## src/rtl/imem_loader_if.sv

```systemverilog
// imem_loader_if
//   Instruction-word stream between the boot/test source and the loader.
//   Signals:
//     WORD_IN    [31:0]  instruction word (big-endian byte order in memory)
//     WORD_VALID         WORD_IN / WORD_LAST are valid
//     WORD_LAST          this word ends the load session
//     WORD_READY         consumer accepts the word this cycle
//   Modports:
//     master : word source (drives data/valid/last, sees ready)
//     slave  : the loader  (sees data/valid/last, drives ready)
interface imem_loader_if;
    logic [31:0] WORD_IN;
    logic        WORD_VALID;
    logic        WORD_LAST;
    logic        WORD_READY;

    modport master (
        output WORD_IN,
        output WORD_VALID,
        output WORD_LAST,
        input  WORD_READY
    );

    modport slave (
        input  WORD_IN,
        input  WORD_VALID,
        input  WORD_LAST,
        output WORD_READY
    );
endinterface

```

## src/rtl/imem_loader.sv

```systemverilog
// imem_loader
//   Fills the byte-wide instruction memory from a 32-bit word stream before
//   the PC leaves reset. Each accepted word becomes four consecutive byte
//   writes, most significant byte at the lowest address.
//   Ports:
//     CLK, RESET_N   clock (rising edge), asynchronous active-low reset
//     START          begin a session (only looked at in IDLE)
//     BASE_ADDR      first byte address, low two bits ignored
//     wif            word stream, slave side (WORD_READY driven here)
//     MEM_WE/ADDR/DATA  registered byte write port toward the memory
//     BUSY           session in progress
//     DONE           one-cycle end-of-session pulse
//     FULL           sticky: session stopped at the top of memory
//     WORD_COUNT     words fully written this session
//     CHECKSUM       (only with IMEM_LOADER_CHECKSUM_EN) mod-2^32 sum of
//                    accepted words, cleared on START
//   Optional feature macro: IMEM_LOADER_CHECKSUM_EN
module imem_loader #(
    parameter int ADDR_W = 10,
    parameter int CNT_W  = 9
) (
    input  logic              CLK,
    input  logic              RESET_N,
    input  logic              START,
    input  logic [ADDR_W-1:0] BASE_ADDR,
    imem_loader_if.slave      wif,
    output logic              MEM_WE,
    output logic [ADDR_W-1:0] MEM_ADDR,
    output logic [7:0]        MEM_DATA,
    output logic              BUSY,
    output logic              DONE,
    output logic              FULL,
    output logic [CNT_W-1:0]  WORD_COUNT
`ifdef IMEM_LOADER_CHECKSUM_EN
    ,
    output logic [31:0]       CHECKSUM
`endif
);

    typedef enum logic [1:0] {
        S_IDLE   = 2'd0,
        S_ACCEPT = 2'd1,
        S_WRITE  = 2'd2,
        S_FIN    = 2'd3
    } state_t;

    // Address of the last word slot in memory; a non-LAST word written here ends the session.
    localparam logic [ADDR_W-1:0] TOP_WORD  = {{(ADDR_W-2){1'b1}}, 2'b00};
    localparam logic [ADDR_W-1:0] WORD_STEP = {{(ADDR_W-3){1'b0}}, 3'b100};
    localparam logic [ADDR_W-1:0] ALIGN_MSK = {{(ADDR_W-2){1'b1}}, 2'b00};
    localparam logic [CNT_W-1:0]  CNT_ONE   = {{(CNT_W-1){1'b0}}, 1'b1};

    state_t              state_q, state_d;
    logic [ADDR_W-1:0]   waddr_q, waddr_d;
    logic [31:0]         word_q, word_d;
    logic                last_q, last_d;
    logic [1:0]          idx_q, idx_d;
    logic [1:0]          idx_inc_s;
    logic [CNT_W-1:0]    cnt_q, cnt_d;
    logic                full_q, full_d;
    logic                mem_we_q, mem_we_d;
    logic [ADDR_W-1:0]   mem_addr_q, mem_addr_d;
    logic [7:0]          mem_data_q, mem_data_d;
`ifdef IMEM_LOADER_CHECKSUM_EN
    logic [31:0]         sum_q, sum_d;
`endif

    // Big-endian byte lane select: lane 0 is bits [31:24].
    function automatic logic [7:0] byte_of(input logic [31:0] w, input logic [1:0] i);
        case (i)
            2'd0:    return w[31:24];
            2'd1:    return w[23:16];
            2'd2:    return w[15:8];
            default: return w[7:0];
        endcase
    endfunction

    assign idx_inc_s = idx_q + 2'd1;

    // Next-state and write-port computation; the write port is registered so each byte appears one cycle after the decision.
    always_comb begin
        state_d    = state_q;
        waddr_d    = waddr_q;
        word_d     = word_q;
        last_d     = last_q;
        idx_d      = idx_q;
        cnt_d      = cnt_q;
        full_d     = full_q;
        mem_we_d   = 1'b0;
        mem_addr_d = mem_addr_q;
        mem_data_d = mem_data_q;
`ifdef IMEM_LOADER_CHECKSUM_EN
        sum_d      = sum_q;
`endif
        case (state_q)
            S_IDLE: begin
                if (START) begin
                    waddr_d = BASE_ADDR & ALIGN_MSK;
                    cnt_d   = {CNT_W{1'b0}};
                    full_d  = 1'b0;
`ifdef IMEM_LOADER_CHECKSUM_EN
                    sum_d   = 32'd0;
`endif
                    state_d = S_ACCEPT;
                end else begin
                    state_d = S_IDLE;
                end
            end
            S_ACCEPT: begin
                if (wif.WORD_VALID) begin
                    word_d     = wif.WORD_IN;
                    last_d     = wif.WORD_LAST;
                    idx_d      = 2'd0;
                    mem_we_d   = 1'b1;
                    mem_addr_d = waddr_q;
                    mem_data_d = byte_of(wif.WORD_IN, 2'd0);
`ifdef IMEM_LOADER_CHECKSUM_EN
                    sum_d      = sum_q + wif.WORD_IN;
`endif
                    state_d    = S_WRITE;
                end else begin
                    state_d = S_ACCEPT;
                end
            end
            S_WRITE: begin
                if (idx_q != 2'd3) begin
                    idx_d      = idx_inc_s;
                    mem_we_d   = 1'b1;
                    mem_addr_d = waddr_q | {{(ADDR_W-2){1'b0}}, idx_inc_s};
                    mem_data_d = byte_of(word_q, idx_inc_s);
                end else begin
                    cnt_d = cnt_q + CNT_ONE;
                    // LAST wins over FULL when the final word lands in the top slot.
                    if (last_q) begin
                        state_d = S_FIN;
                    end else if (waddr_q == TOP_WORD) begin
                        full_d  = 1'b1;
                        state_d = S_FIN;
                    end else begin
                        waddr_d = waddr_q + WORD_STEP;
                        state_d = S_ACCEPT;
                    end
                end
            end
            S_FIN: begin
                state_d = S_IDLE;
            end
            default: begin
                state_d = S_IDLE;
            end
        endcase
    end

    // State and datapath registers; reset clears the write strobe at once so a torn word stops immediately.
    always_ff @(posedge CLK or negedge RESET_N) begin
        if (!RESET_N) begin
            state_q    <= S_IDLE;
            waddr_q    <= {ADDR_W{1'b0}};
            word_q     <= 32'd0;
            last_q     <= 1'b0;
            idx_q      <= 2'd0;
            cnt_q      <= {CNT_W{1'b0}};
            full_q     <= 1'b0;
            mem_we_q   <= 1'b0;
            mem_addr_q <= {ADDR_W{1'b0}};
            mem_data_q <= 8'd0;
`ifdef IMEM_LOADER_CHECKSUM_EN
            sum_q      <= 32'd0;
`endif
        end else begin
            state_q    <= state_d;
            waddr_q    <= waddr_d;
            word_q     <= word_d;
            last_q     <= last_d;
            idx_q      <= idx_d;
            cnt_q      <= cnt_d;
            full_q     <= full_d;
            mem_we_q   <= mem_we_d;
            mem_addr_q <= mem_addr_d;
            mem_data_q <= mem_data_d;
`ifdef IMEM_LOADER_CHECKSUM_EN
            sum_q      <= sum_d;
`endif
        end
    end

    assign wif.WORD_READY = (state_q == S_ACCEPT);
    assign BUSY           = (state_q != S_IDLE);
    assign DONE           = (state_q == S_FIN);
    assign FULL           = full_q;
    assign WORD_COUNT     = cnt_q;
    assign MEM_WE         = mem_we_q;
    assign MEM_ADDR       = mem_addr_q;
    assign MEM_DATA       = mem_data_q;
`ifdef IMEM_LOADER_CHECKSUM_EN
    assign CHECKSUM       = sum_q;
`endif

endmodule

```

## src/flat_wrapper.sv

```systemverilog
// flat-port wrapper written by rule: the top's interface ports become plain ports
module imem_loader_flat 
#(
    parameter int ADDR_W = 10,
    parameter int CNT_W  = 9
)
  (CLK, RESET_N, START, BASE_ADDR, MEM_WE, MEM_ADDR, MEM_DATA, BUSY, DONE, FULL, WORD_COUNT, wif_WORD_IN, wif_WORD_VALID, wif_WORD_LAST, wif_WORD_READY);
  imem_loader_if wif_i ();
  input  logic CLK;
  input  logic RESET_N;
  input  logic START;
  input  logic [ADDR_W-1:0] BASE_ADDR;
  output logic MEM_WE;
  output logic [ADDR_W-1:0] MEM_ADDR;
  output logic [7:0] MEM_DATA;
  output logic BUSY;
  output logic DONE;
  output logic FULL;
  output logic [CNT_W-1:0] WORD_COUNT;
  input wire logic [$bits(wif_i.WORD_IN)-1:0] wif_WORD_IN;
  input wire logic [$bits(wif_i.WORD_VALID)-1:0] wif_WORD_VALID;
  input wire logic [$bits(wif_i.WORD_LAST)-1:0] wif_WORD_LAST;
  output wire logic [$bits(wif_i.WORD_READY)-1:0] wif_WORD_READY;
  assign wif_i.WORD_IN = wif_WORD_IN;
  assign wif_i.WORD_VALID = wif_WORD_VALID;
  assign wif_i.WORD_LAST = wif_WORD_LAST;
  assign wif_WORD_READY = wif_i.WORD_READY;
  imem_loader #(.ADDR_W(ADDR_W), .CNT_W(CNT_W)) u_core (.CLK(CLK), .RESET_N(RESET_N), .START(START), .BASE_ADDR(BASE_ADDR), .wif(wif_i), .MEM_WE(MEM_WE), .MEM_ADDR(MEM_ADDR), .MEM_DATA(MEM_DATA), .BUSY(BUSY), .DONE(DONE), .FULL(FULL), .WORD_COUNT(WORD_COUNT));
endmodule
```

## config.mk

```make
export PLATFORM = sky130hd
export DESIGN_NAME = imem_loader_flat
export DESIGN_NICKNAME = d
export VERILOG_FILES = /design/src/rtl/imem_loader_if.sv /design/src/rtl/imem_loader.sv /design/src/flat_wrapper.sv
export SDC_FILE = /design/constraint.sdc
export NUM_CORES = 1
export LEC_CHECK = 0
export ABC_AREA = 1
export CAP_MARGIN = 20
export CORE_MARGIN = 2
export CORE_UTILIZATION = 40
export DETAILED_ROUTE_END_ITERATION = 10
export HOLD_SLACK_MARGIN = 0.1
export RECOVER_POWER = 100
export SYNTH_ARGS = -nofsm -noshare
export SYNTH_HDL_FRONTEND = slang
export SYNTH_SLANG_ARGS = --single-unit
```

## constraint.sdc

```tcl
create_clock -name CLK -period 2.7 [get_ports CLK]
set_input_delay 0.54 -clock CLK [delete_from_list [all_inputs] [get_ports CLK]]
set_output_delay 0.54 -clock CLK [all_outputs]
set_load 0.01 [all_outputs]
```

==> summary.md <==
| Metric | Value |
|---|---|
| Setup TNS | 0 ns |
| Most common cell after layout, fill and taps aside | nand2_1 |
| M2 GR Usage | 0.2723 |
| Syn. warnings | 0 |
| DRC violations left | 0 |
| Status | complete, no violations |
| Nets@finish | 578 |
| Final Hold Vio Count | 0 |
| Initial antenna violation count | 0 |
| Fin crit period | 2.321 ns |
| Register area share after synthesis | 0.4832 |
| Crit Path Max Fanout | 4 |
| Post-CTS Hold Buffers | 0 |
| DIE HEIGHT | 101.9 um |
| Cell Pwr Density | 1017 nW/um^2 |
| Gr usage total | 0.1832 |
| CP max-delay cell | dlygate4sd3_1 |
| Max_slew headroom | 0.1926 |
| Setup Viol. Count Final | 0 |
| Rows | 35 |
| Met1 GRT Util | 0.2694 |
| Final std cells w/o fill | 652 |
| Reg-to-Reg Start | u_core.state_q[0] |
| GR peak layer | met2 |
| Core area | 9284 sq um |
| Flops & latches, synth | 74 |
| Largest net degree at the start of global routing | between 40 and 50 |
| GPL Wtd Cong | around 0.8 |
| Cts bufs inserted | 9 |
| Layout Area Growth over Synthesis | 25.92% |
| Fillcell total | 931 |
| HP Class | primary input to async pin |
| Cell Count Post-Placement | between 600 and 700 |
| Post-CTS Setup Bufs | 0 |
| FF+latch area | about 1900 sq um |
| Syn_nets | 504 |
| IO buf count | 76 |
| R2r setup slk | 0.42 ns |
| Worst-path cell chain | inv_1 > ha_1 > inv_1 > dlygate4sd3_1 |
| CTS-repair resized insts | 0 |
| RSZ-0062 raised after global routing | false |
| Peak supply drop | 0.5635 mV |
| Crit. End Element | primary output |
| Critical Path Start Type | flop |
| Vias/cell | around 4.7 |
| Most frequent cells in the layout | nand2_1, dfrtp_1, inv_1, clkdlybuf4s50_1, o21ai_0 |
| Leakage | 0.002347 uW |
| Worst Path Required | 2.16 ns |
| Die area | 10380 sq um |
| First drt pass iteration count | 4 |
| R2R depth | 9 |
| Overflow after GRT | 0 |
| F_max | roughly 430 MHz |
| WL per Instance | between 10 and 15 um |
| Worst path most repeated cell | inv_1 |
| FF-to-FF End | u_core.waddr_q[6] |
| Clock Latency Late Sink | 0.35 ns |
| N_diodes | 0 |
| Number of cells produced by synthesis | about 450 |
| Initial drt markers | 119 |
| GR Util met3 | 0.03146 |
| Mean Syn Cell Area | between 8 and 9 sq um |
| Worst Skew | 0.009487 ns |
| TritonCTS Sinks | 74 |
| Detailed Place HPWL | 6.273 mm |
| Starting Density | 0.4128 |
| Tcrit/Tclk final | 0.8597 |
| Top post-synthesis cells by area | dfrtp_1, nand2_1, mux2_2, inv_1, o21ai_0 |
| Leading area contributor after synthesis | dfrtp_1 |
| Vias in the first global route | between 2k and 3k |
| Max-cap viol count | 0 |
| Num ports | 79 |
| Max Root-Sink Buffers | 2 |
| Final WL | a little under 9 mm |
| Crit path arrival time | 1.78 ns |
| Mapped Area | 3832 sq um |
| Die W | 101.9 um |
| Post-synth cell types | 32 |
| Crit path kind | flop to primary output |
| Slew Viols, Final | 0 |
| Share of layout cells above drive strength 1 | 0.1033 |
| Multi-input logic area | 1663 sq um |
| Worst slew pin tran | ~1.2 ns |
| TritonCTS clock tree | built |
| Cell chosen for the clock root | clkbuf_8 |
| H-Tree Depth | 3 |
| Critical Path Max Stage Delay | 0.60 ns |
| Post-route ant nets | 0 |
| Clock transition at path regs | 0.08 ns |
| Via count | 3072 |
| First-pass GRT wire length | 14.63 mm |
| Area share of the largest cell type after synthesis | 0.4832 |
where the power goes:
part           switching [uW]  leakage (uW)  internal [uW]
clock                     405     0.0000855            379
sequential                307      0.000913           1590
combinational            1270       0.00135            953
Yosys cell counts:
cell type and number:
nand2_1 122, o21ai_1 8, buf_4 1, nand4_1 7
or2_1 8, ha_1 12, mux2_2 24, a31oi_1 9
o22ai_1 1, a21oi_1 11, nand3b_1 1, nor2_4 1
buf_6 5, dfrtp_1 74, clkbuf_1 3, nand2_4 2
nand2_2 4, buf_1 3, nand2_8 1, xnor2_1 1
nand3_1 22, o21ai_0 33, a21boi_0 1, nor2_8 1
inv_1 48, nor2_2 2, nor2_1 28, o21ai_4 1
buf_2 5, inv_4 1, or2_2 1, inv_2 4
layout make-up:
type | count | share of cell area
clock buffer | 13 | 0.03293
clock inverter | 2 | 0.002593
inverter | 53 | 0.04174
multi-input combinational | 301 | 0.3446
sequential | 74 | 0.3837
tap | 129 | 0.03345
timing repair buffer | 80 | 0.1610
metrics by stage:
stage | util | total power, uW | setup slack (ns) | area (sq um) | hold slack, ns
after floorplan | - | 3518 | 1.145 | 3832 | 0.2444
final | 0.5198 | 4910 | 0.3789 | 4826 | 0.4421
after CTS | 0.5229 | 5062 | 0.4337 | 4855 | 0.2390
after global placement | 0.5044 | 4188 | 0.5391 | 4683 | 0.4572
after detailed placement | 0.5044 | 4260 | 0.5088 | 4683 | 0.4672
after global routing | 0.5198 | 5359 | 0.2124 | 4826 | 0.5143
sequential cells by signal, indices dropped and copies added (netlist names), 2 cells and up:
signal / cells
u_core.word_q: 32
u_core.MEM_ADDR: 10
u_core.waddr_q: 8
u_core.state_q: 2
u_core.idx_q: 2
u_core.MEM_DATA: 8
u_core.WORD_COUNT: 9
cell families after synthesis:
kind of cell             after synthesis  synth area share
AO/OA/AOI/OAI                         64           0.09044
XOR/XNOR                               1          0.002286
adder cells (fa/ha/maj)               12           0.03918
buffers and inverters                 70           0.08162
flip-flops                            74            0.4832
multiplexers                          24           0.07052
AND/OR/NAND/NOR                      200            0.2328
worst max-delay path by stage:
| stage | startpoint | end | slack [ns] |
|---|---|---|---|
| global route | u_core.state_q[0] | u_core.waddr_q[5] | 0.21 |
| global placement | wif_WORD_VALID | u_core.MEM_ADDR[2] | 0.54 |
| finish | u_core.state_q[0] | BUSY | 0.38 |
| floorplan | u_core.state_q[1] | u_core.word_q[0] | 1.14 |
| CTS | u_core.state_q[0] | BUSY | 0.43 |
| detailed placement | wif_WORD_VALID | u_core.MEM_ADDR[7] | 0.51 |
worst max-delay path, delay by kind of cell, from the launching register on:
kind	cells	cell delay, ns
buf+inv	3	0.77
flops	1	0.41
fa+ha+maj	1	0.25
per-layer routing:
| metal | up-vias | part of all wire |
|---|---|---|
| met5 | - | 0 |
| met2 | 61 | 0.43 |
| met3 | 12 | 0.038 |
| li1 | 1567 | - |
| met1 | 1432 | 0.51 |
| met4 | 0 | 0.017 |
Power figures use the tool's default switching activity.
